--- src/rtl/ctrl_pkg.sv ---
// Shared types and encodings for the RV32-subset multi-cycle controller:
// FSM states, ALU codes, opcodes, mux selects and the per-state control decode.
package ctrl_pkg;

    typedef enum logic [3:0] {
        S_FETCH  = 4'd0,
        S_DECODE = 4'd1,
        S_MEMADR = 4'd2,
        S_MEMRD  = 4'd3,
        S_MEMWB  = 4'd4,
        S_MEMWR  = 4'd5,
        S_EXEC_R = 4'd6,
        S_EXEC_I = 4'd7,
        S_ALUWB  = 4'd8,
        S_BRANCH = 4'd9,
        S_TRAP   = 4'd10
    } state_t;

    typedef enum logic [1:0] {
        CLS_ADD = 2'd0,
        CLS_R   = 2'd1,
        CLS_I   = 2'd2,
        CLS_BR  = 2'd3
    } alu_cls_t;

    localparam logic [3:0] ALU_ADD = 4'b0010;
    localparam logic [3:0] ALU_AND = 4'b0000;
    localparam logic [3:0] ALU_OR  = 4'b0001;
    localparam logic [3:0] ALU_SLL = 4'b1000;
    localparam logic [3:0] ALU_NE  = 4'b0110;

    localparam logic [6:0] OP_LOAD   = 7'b0000011;
    localparam logic [6:0] OP_STORE  = 7'b0100011;
    localparam logic [6:0] OP_R      = 7'b0110011;
    localparam logic [6:0] OP_IMM    = 7'b0010011;
    localparam logic [6:0] OP_BRANCH = 7'b1100011;

    localparam logic [2:0] F3_BYTE = 3'b000;
    localparam logic [2:0] F3_ADD  = 3'b000;
    localparam logic [2:0] F3_AND  = 3'b111;
    localparam logic [2:0] F3_SLL  = 3'b001;
    localparam logic [2:0] F3_ORI  = 3'b110;
    localparam logic [2:0] F3_BNE  = 3'b001;
    localparam logic [6:0] F7_BASE = 7'b0000000;

    localparam logic [1:0] SRCA_PC    = 2'b00;
    localparam logic [1:0] SRCA_OLDPC = 2'b01;
    localparam logic [1:0] SRCA_RS1   = 2'b10;
    localparam logic [1:0] SRCB_RS2   = 2'b00;
    localparam logic [1:0] SRCB_IMM   = 2'b01;
    localparam logic [1:0] SRCB_FOUR  = 2'b10;

    // fetch_en / branch_en are the unqualified FETCH and BRANCH strobes;
    // the top ANDs them with mem_ready / zero.
    typedef struct packed {
        logic       mem_read;
        logic       mem_write;
        logic       i_or_d;
        logic       fetch_en;
        logic       branch_en;
        logic       pc_src;
        logic       reg_write;
        logic       result_src;
        logic [1:0] alu_src_a;
        logic [1:0] alu_src_b;
        logic [3:0] alu_control;
    } ctrl_t;

    function automatic ctrl_t decode_ctrl(input state_t s, input logic [3:0] alu_code);
        ctrl_t c;
        c = '0;
        case (s)
            S_FETCH: begin
                c.mem_read    = 1'b1;
                c.fetch_en    = 1'b1;
                c.alu_src_a   = SRCA_PC;
                c.alu_src_b   = SRCB_FOUR;
                c.alu_control = ALU_ADD;
            end
            S_DECODE: begin
                c.alu_src_a   = SRCA_OLDPC;
                c.alu_src_b   = SRCB_IMM;
                c.alu_control = ALU_ADD;
            end
            S_MEMADR: begin
                c.alu_src_a   = SRCA_RS1;
                c.alu_src_b   = SRCB_IMM;
                c.alu_control = ALU_ADD;
            end
            S_MEMRD: begin
                c.mem_read = 1'b1;
                c.i_or_d   = 1'b1;
            end
            S_MEMWB: begin
                c.reg_write  = 1'b1;
                c.result_src = 1'b1;
            end
            S_MEMWR: begin
                c.mem_write = 1'b1;
                c.i_or_d    = 1'b1;
            end
            S_EXEC_R: begin
                c.alu_src_a   = SRCA_RS1;
                c.alu_src_b   = SRCB_RS2;
                c.alu_control = alu_code;
            end
            S_EXEC_I: begin
                c.alu_src_a   = SRCA_RS1;
                c.alu_src_b   = SRCB_IMM;
                c.alu_control = alu_code;
            end
            S_ALUWB: begin
                c.reg_write = 1'b1;
            end
            S_BRANCH: begin
                c.branch_en   = 1'b1;
                c.pc_src      = 1'b1;
                c.alu_src_a   = SRCA_RS1;
                c.alu_src_b   = SRCB_RS2;
                c.alu_control = alu_code;
            end
            default: c = '0;
        endcase
        return c;
    endfunction

endpackage

--- src/rtl/alu_decoder.sv ---
// Maps the operation class of the upcoming state plus funct fields to the
// 4-bit ALU control code, flagging R-type funct combinations we do not support.
module alu_decoder
    import ctrl_pkg::*;
(
    input  alu_cls_t   cls,
    input  logic [2:0] funct3,
    input  logic [6:0] funct7,
    output logic [3:0] alu_control,
    output logic       legal
);

    // ALU code and legality per operation class
    always_comb begin
        alu_control = ALU_ADD;
        legal       = 1'b1;
        case (cls)
            CLS_ADD: alu_control = ALU_ADD;
            CLS_R: begin
                if (funct7 == F7_BASE) begin
                    case (funct3)
                        F3_ADD:  alu_control = ALU_ADD;
                        F3_AND:  alu_control = ALU_AND;
                        F3_SLL:  alu_control = ALU_SLL;
                        default: legal = 1'b0;
                    endcase
                end else begin
                    legal = 1'b0;
                end
            end
            CLS_I:   alu_control = ALU_OR;
            CLS_BR:  alu_control = ALU_NE;
            default: legal = 1'b0;
        endcase
    end

endmodule

--- src/rtl/multicycle_control.sv ---
// Multi-cycle main controller: sequences fetch/decode/execute/memory/writeback,
// drives datapath strobes and selects, flags illegal instructions, counts retirements.
module multicycle_control
    import ctrl_pkg::*;
#(
    parameter int COUNT_W = 32
) (
    input  logic               clk,
    input  logic               reset,
    input  logic [6:0]         opcode,
    input  logic [2:0]         funct3,
    input  logic [6:0]         funct7,
    input  logic               zero,
    input  logic               mem_ready,
    output logic               mem_read,
    output logic               mem_write,
    output logic               i_or_d,
    output logic               ir_write,
    output logic               pc_write,
    output logic               pc_src,
    output logic               reg_write,
    output logic               result_src,
    output logic [1:0]         alu_src_a,
    output logic [1:0]         alu_src_b,
    output logic [3:0]         alu_control,
    output logic               illegal,
    output logic [COUNT_W-1:0] retired
);

    state_t             state_r;
    state_t             next_state_s;
    ctrl_t              ctrl_r;
    ctrl_t              ctrl_next_s;
    alu_cls_t           cls_s;
    logic [3:0]         dec_alu_s;
    logic               dec_legal_s;
    logic               legal_r;
    logic               retire_s;
    logic               illegal_r;
    logic [COUNT_W-1:0] retired_r;

    // Decoder looks at the state being entered so its result can be registered
    alu_decoder u_alu_decoder (
        .cls         (cls_s),
        .funct3      (funct3),
        .funct7      (funct7),
        .alu_control (dec_alu_s),
        .legal       (dec_legal_s)
    );

    // Operation class of the next state
    always_comb begin
        cls_s = CLS_ADD;
        case (next_state_s)
            S_EXEC_R: cls_s = CLS_R;
            S_EXEC_I: cls_s = CLS_I;
            S_BRANCH: cls_s = CLS_BR;
            default:  cls_s = CLS_ADD;
        endcase
    end

    // Next-state logic
    always_comb begin
        next_state_s = state_r;
        case (state_r)
            S_FETCH:  next_state_s = mem_ready ? S_DECODE : S_FETCH;
            S_DECODE: begin
                case (opcode)
                    OP_LOAD, OP_STORE: next_state_s = (funct3 == F3_BYTE) ? S_MEMADR : S_TRAP;
                    OP_R:              next_state_s = S_EXEC_R;
                    OP_IMM:            next_state_s = (funct3 == F3_ORI) ? S_EXEC_I : S_TRAP;
                    OP_BRANCH:         next_state_s = (funct3 == F3_BNE) ? S_BRANCH : S_TRAP;
                    default:           next_state_s = S_TRAP;
                endcase
            end
            S_MEMADR: next_state_s = (opcode == OP_LOAD) ? S_MEMRD : S_MEMWR;
            S_MEMRD:  next_state_s = mem_ready ? S_MEMWB : S_MEMRD;
            S_MEMWB:  next_state_s = S_FETCH;
            S_MEMWR:  next_state_s = mem_ready ? S_FETCH : S_MEMWR;
            S_EXEC_R: next_state_s = legal_r ? S_ALUWB : S_TRAP;
            S_EXEC_I: next_state_s = S_ALUWB;
            S_ALUWB:  next_state_s = S_FETCH;
            S_BRANCH: next_state_s = S_FETCH;
            S_TRAP:   next_state_s = S_TRAP;
            default:  next_state_s = S_TRAP;
        endcase
    end

    // An instruction retires on the edge that leaves its final state
    always_comb begin
        retire_s = 1'b0;
        case (state_r)
            S_MEMWB, S_ALUWB, S_BRANCH: retire_s = 1'b1;
            S_MEMWR:                    retire_s = mem_ready;
            default:                    retire_s = 1'b0;
        endcase
    end

    assign ctrl_next_s = decode_ctrl(next_state_s, dec_alu_s);

    // State, registered control word, sticky illegal flag and retire counter
    always_ff @(posedge clk) begin
        if (reset) begin
            state_r   <= S_FETCH;
            ctrl_r    <= decode_ctrl(S_FETCH, ALU_ADD);
            legal_r   <= 1'b1;
            illegal_r <= 1'b0;
            retired_r <= '0;
        end else begin
            state_r   <= next_state_s;
            ctrl_r    <= ctrl_next_s;
            legal_r   <= dec_legal_s;
            illegal_r <= illegal_r | (next_state_s == S_TRAP);
            retired_r <= retired_r + COUNT_W'(retire_s);
        end
    end

    // Reset forces every strobe and select low, abandoning any access in flight
    always_comb begin
        if (reset) begin
            mem_read    = 1'b0;
            mem_write   = 1'b0;
            i_or_d      = 1'b0;
            ir_write    = 1'b0;
            pc_write    = 1'b0;
            pc_src      = 1'b0;
            reg_write   = 1'b0;
            result_src  = 1'b0;
            alu_src_a   = 2'b00;
            alu_src_b   = 2'b00;
            alu_control = 4'b0000;
        end else begin
            mem_read    = ctrl_r.mem_read;
            mem_write   = ctrl_r.mem_write;
            i_or_d      = ctrl_r.i_or_d;
            ir_write    = ctrl_r.fetch_en & mem_ready;
            pc_write    = (ctrl_r.fetch_en & mem_ready) | (ctrl_r.branch_en & zero);
            pc_src      = ctrl_r.pc_src;
            reg_write   = ctrl_r.reg_write;
            result_src  = ctrl_r.result_src;
            alu_src_a   = ctrl_r.alu_src_a;
            alu_src_b   = ctrl_r.alu_src_b;
            alu_control = ctrl_r.alu_control;
        end
    end

    assign illegal = illegal_r;
    assign retired = retired_r;

endmodule
--- config.mk ---
export PLATFORM = sky130hd
export DESIGN_NAME = multicycle_control
export DESIGN_NICKNAME = d
export VERILOG_FILES = /design/src/rtl/ctrl_pkg.sv /design/src/rtl/alu_decoder.sv /design/src/rtl/multicycle_control.sv
export SDC_FILE = /design/constraint.sdc
export NUM_CORES = 1
export LEC_CHECK = 0
export BUFFER_PORTS_ARGS = -buffer_cell sky130_fd_sc_hd__buf_2
export CAP_MARGIN = 10
export CORE_UTILIZATION = 47
export CTS_CLUSTER_SIZE = 12
export DETAILED_ROUTE_END_ITERATION = 8
export PLACE_DENSITY = 0.85
export SYNTH_ARGS = -nofsm -noshare
export SYNTH_HDL_FRONTEND = slang
export SYNTH_HIERARCHICAL = 1
export SYNTH_SLANG_ARGS = --single-unit
--- constraint.sdc ---
create_clock -name clk -period 2.64 [get_ports clk]
set_clock_uncertainty 0.05 [all_clocks]
set_input_delay 0.132 -clock clk [delete_from_list [all_inputs] [get_ports clk]]
set_output_delay 0.132 -clock clk [all_outputs]
set_load 0.03 [all_outputs]
* Word-level counts from Yosys, hierarchy flattened
Index checks and enable logic that the tools add are counted.
Cells by class: reduce and logical (&&, ||, !) cells 13, multiplexer cells 36, $add $sub $neg 1, bitwise gates (word level) 5, equality and inequality tests 30
Operators with widths (number):
- one-hot mux 8 bit (5 select lines) | 1
- adder 32 x 1 -> 32 bit | 1
- equality test 4 x 3 -> 1 bit, second input constant | 8
- one-hot mux 4 bit (4 select lines) | 2
- one-hot mux 4 bit (8 select lines) | 1
- equality test 4 bit, second input constant | 5
- two-way mux 1 bit | 17
- equality test 4 x 2 -> 1 bit, second input constant | 4
- two-way mux 4 bit | 4
- equality test 7 x 6 -> 1 bit, second input constant | 2
- OR reduction 2 bit | 6
- two-way mux 2 bit | 5
- two-way mux 3 bit | 3
- equality test 4 x 1 -> 1 bit, second input constant | 2
- zero test 4 bit | 2
- one-hot mux 4 bit (2 select lines) | 1
- equality test 7 x 2 -> 1 bit, second input constant | 1
- equality test 7 x 5 -> 1 bit, second input constant | 1
- equality test 7 bit, second input constant | 1
- zero test 7 bit | 1
- equality test 3 bit, second input constant | 2
- one-hot mux 2 bit (3 select lines) | 1
- OR reduction 3 bit | 2
- equality test 2 bit, second input constant | 2
- 8 further kinds | 10
Storage, ports and cells: register bits after elaboration 54, output and inout port bits 49, bits of input ports 21

* Depth between registers and ports, before layout
word-level depth 9, mapped depth 12

* Cells and area by module
Netlist, hierarchy kept.
By module, submodules not included:
- multicycle_control | area each 2504.9 um^2, cells an instance 293, instances 1
- alu_decoder | area each 101.3 um^2, cells an instance 12, instances 1

* Worst setup path before layout
Ideal clock, no wire load.
path kind reg2reg, start register state_r[3], end register legal_r, stages on the path, launching flop included 12, library setup time 0.123 ns, path buffers 2, data arrival time 2.622 ns, period minus slack after synthesis 2.795 ns, path slack -0.155 ns, cells stage by stage dfxtp_1 > buf_6 > or4b_4 > a211oi_2 > o21ai_2 > and2_4 > buf_6 > or3_1 > o21ai_0 > nor2b_1 > a21bo_1 > or2_2
On the way: cells in the longest elaborated chain, start to end 8
RTL lines:
- start: declaration | line multicycle_control.sv:30 | state_t state_r;
- start signal: assignment | line multicycle_control.sv:110 | state_r <= next_state_s;
- equality test 4 x 3 -> 1 bit or equality test 4 bit (tied branches) | line multicycle_control.sv:65 | case (state_r)
- OR reduction 3 bit (no source line)
- one-hot mux 4 bit (8 select lines) * | line multicycle_control.sv:65
- equality test 4 bit or equality test 4 x 3 -> 1 bit (tied branches) | line multicycle_control.sv:54 | case (next_state_s)
- one-hot mux 2 bit (3 select lines) * | line multicycle_control.sv:54
- net cls_s[0] | line multicycle_control.sv:34 | alu_cls_t cls_s;
- equality test 2 x 1 -> 1 bit * | line alu_decoder.sv:17 | case (cls)
- NOT 1 bit (no source line) *
- OR reduction 2 bit (no source line) *
- end signal: assignment | line multicycle_control.sv:112 | legal_r <= dec_legal_s;
- end: declaration | line multicycle_control.sv:37 | logic legal_r;
The timed path passes the listed nets; every way through them passes the cells marked *. A chain may end at the register's enable or synchronous reset.

* Worst setup path after layout
Ends and elaborated chain as after synthesis.

==> impl_metrics.tcl <==
set metrics [dict create \
    rows 26 \
    grtUsageTotal_pct 19.7 \
    cts-hold-fix-buffers 0 \
    synth_ff_type "dfxtp_1" \
    routed.top_layer "met4" \
    synth_top_area_share_pct 40.7 \
    vias_per_cell 5.38 \
    worst_pin_slew_ps 763 \
    ys_warn_count 6 \
    r2r_setup_slack_ps 120 \
    synth_edf_count 0 \
    worstPathArrival_ps 2670 \
    gr-total-overflow 0 \
    routedWlPerCell_um 12.8 \
    hp-class "primary input to flop" \
    syn_nets 328 \
    first_global_vias 2114 \
    synth_top_cells_by_area "dfxtp_1, nor2_1, xor2_1" \
    chipWidth_um 76.5 \
    power_density_nw_per_um2 494 \
    worstPathCellList "or4b_4, a211oi_2, o21ai_2, and2_4, or3_1, o21ai_2, nor2b_4, a21bo_1, or2_4" \
    grt_pass1_wl_um 9420 \
    ys_ff_latch 53 \
    cts.sinks 53 \
    clk_latency_ps 310 \
    cp_num_buf_inv 0 \
    drt-initial-drc-count 114 \
    clk_pin_slew_worst_paths_ps 90 \
    dr.pass1.iters 4 \
    wl_met2_um 2770 \
    max_freq_mhz 398 \
    ir_drop_v 0.000340 \
    num_antenna_cells 0 \
    power_leakage_nw 1.39 \
    cts_made_buffers 5 \
    fin_setup_tns_ps 0 \
    root_buffer "clkbuf_8" \
    cp_slowest_stage_delay_ps 560 \
    fillCellCount 472 \
    crit_family "simple AND/OR/NAND/NOR gates" \
    dieArea_um2 5850 \
    min_period_ps 2520 \
    drt-met1-wl_um 2700 \
    worst_ep_required_time_ps 2800 \
    layout-drive-gt1-share_pct 28.8 \
    async_reset_ff_share_pct 0 \
    gp_congestion 0.881 \
    finish.utilization_pct 60.3 \
    cp-start-kind "flop" \
    syn_to_final_growth_pct 21.1 \
    critPathKind "flop to flop" \
    hpwl_um 4230 \
    drc 0 \
    cts_tree "built" \
    dr_total_vias 2412 \
    endpoint_kind "flop" \
    synth_commonest_cells "dfxtp_1, nor2_1, nand3_1, a21oi_1, nor2b_1" \
    critPathMaxFanout 10 \
    ios 70 \
    antenna_found_initial 0 \
    synth.largest_area_cell "dfxtp_1" \
    post_cts_resize_count 0 \
    cts_htree_levels 2 \
    coreArea_um2 5240 \
    layout.nets 400 \
    setup_viol 0 \
    cpMostUsedCell "o21ai_2" \
    initial_core_util_pct 49.8 \
    cp_slowest_cell "or4b_4" \
    hold_violations 0 \
    status "completed" \
    max_cap_viol_count 0 \
    cts_setup_buffers 0 \
    synth.avg_cell_area_um2 8.55 \
    finalCritPeriodShare_pct 95.3 \
    wl_met3_um 241 \
    rsz0062_at_grt "no" \
    grt_max_degree 41 \
    wl_um 5750 \
    port_buffers 69 \
    yosysSeqAreaShare_pct 40.7 \
    clockBufferDepth 2 \
    slew_violations 0 \
    synth_area_um2 2610 \
    die_h_um 76.5 \
    ant_nets 0 \
    synth_cell_type_count 52 \
    syn_inst 305 \
    relSlewSlack_pct 48.7 \
    yosysMostFrequentCell "dfxtp_1" \
]
[worst reg2reg max path: cells and delay by family, from the launching register on]
| family | cells | cell delay, ps |
|---|---|---|
| flip-flops | 1 | 380 |
| AND/OR/NAND/NOR | 5 | 1440 |
| AO/OA/AOI/OAI | 4 | 560 |
[metal layers]
metal / vias up / track usage [%]
met3: 7 / 3.35
met2: 71 / 34.5
met4: 0 / 4.62
li1: 1214 / -
met5: - / 0
met1: 1120 / 25.2
[flip-flops by register name, summed over array words and instances (netlist names)]
name	cells
legal_r	1
state_r	4
illegal	1
retired	32
ctrl_r	15
[area by class of cell]
type | instances | area, um2 | area share (%)
multi-input combinational | 230 | 1460 | 46.4
sequential | 53 | 1060 | 33.7
timing repair buffer | 81 | 435 | 13.8
tap | 70 | 87.6 | 2.77
clock buffer | 6 | 72.6 | 2.30
inverter | 6 | 22.5 | 0.713
clock inverter | 2 | 10.0 | 0.317
[cell families (layout without fill, tap and decap cells)]
| logic type | after synthesis | count (layout) | share of synthesized area [%] |
|---|---|---|---|
| buffers and inverters | 22 | 95 | 3.89 |
| XOR/XNOR | 22 | 22 | 7.39 |
| adder cells (fa/ha/maj) | 2 | 2 | 0.960 |
| flip-flops | 53 | 53 | 40.7 |
| multiplexers | 1 | 1 | 0.384 |
| AND/OR/NAND/NOR | 155 | 155 | 34.5 |
| AO/OA/AOI/OAI | 50 | 50 | 12.2 |
[placed cells by master (no fill, tap or decap), types with 6 or more instances in the layout]
cell	synthesis	final
a21oi_1	19	19
and3_1	8	7
and4_1	6	6
buf_2	2	69
buf_4	0	12
dfxtp_1	53	52
nand2_1	17	17
nand3_1	20	19
nor2_1	38	38
nor2b_1	19	18
o21ai_0	14	13
or3_1	14	14
xnor2_1	6	6
xor2_1	16	16
[path summary, 6_finish.rpt]
check,startpoint,cells after the start,to
hold / removal,reset,2,ctrl_r[7]
setup / recovery,state_r[3],9,legal_r
hold reg to reg,illegal,1,illegal
setup reg to reg,state_r[3],9,legal_r
[through the flow]
step	hold slack (ps)	area (um2)	std cells	worst slack (ps)	power (W)
final	107	3160	448	125	0.00156
after global routing	122	3160	448	23.9	0.00163
after CTS	104	3140	448	95.7	0.00157
after detailed placement	409	3060	440	109	0.00113
after global placement	413	3060	440	144	0.00113
after floorplan	329	2610	305	2.75	0.00105
[report_power, final]
group          switching (W)  internal, W
combinational       0.000163     0.000111
clock               0.000257     0.000184
sequential         0.0000140     0.000831
total               0.000434      0.00113
(Power assumes the default switching activity.)
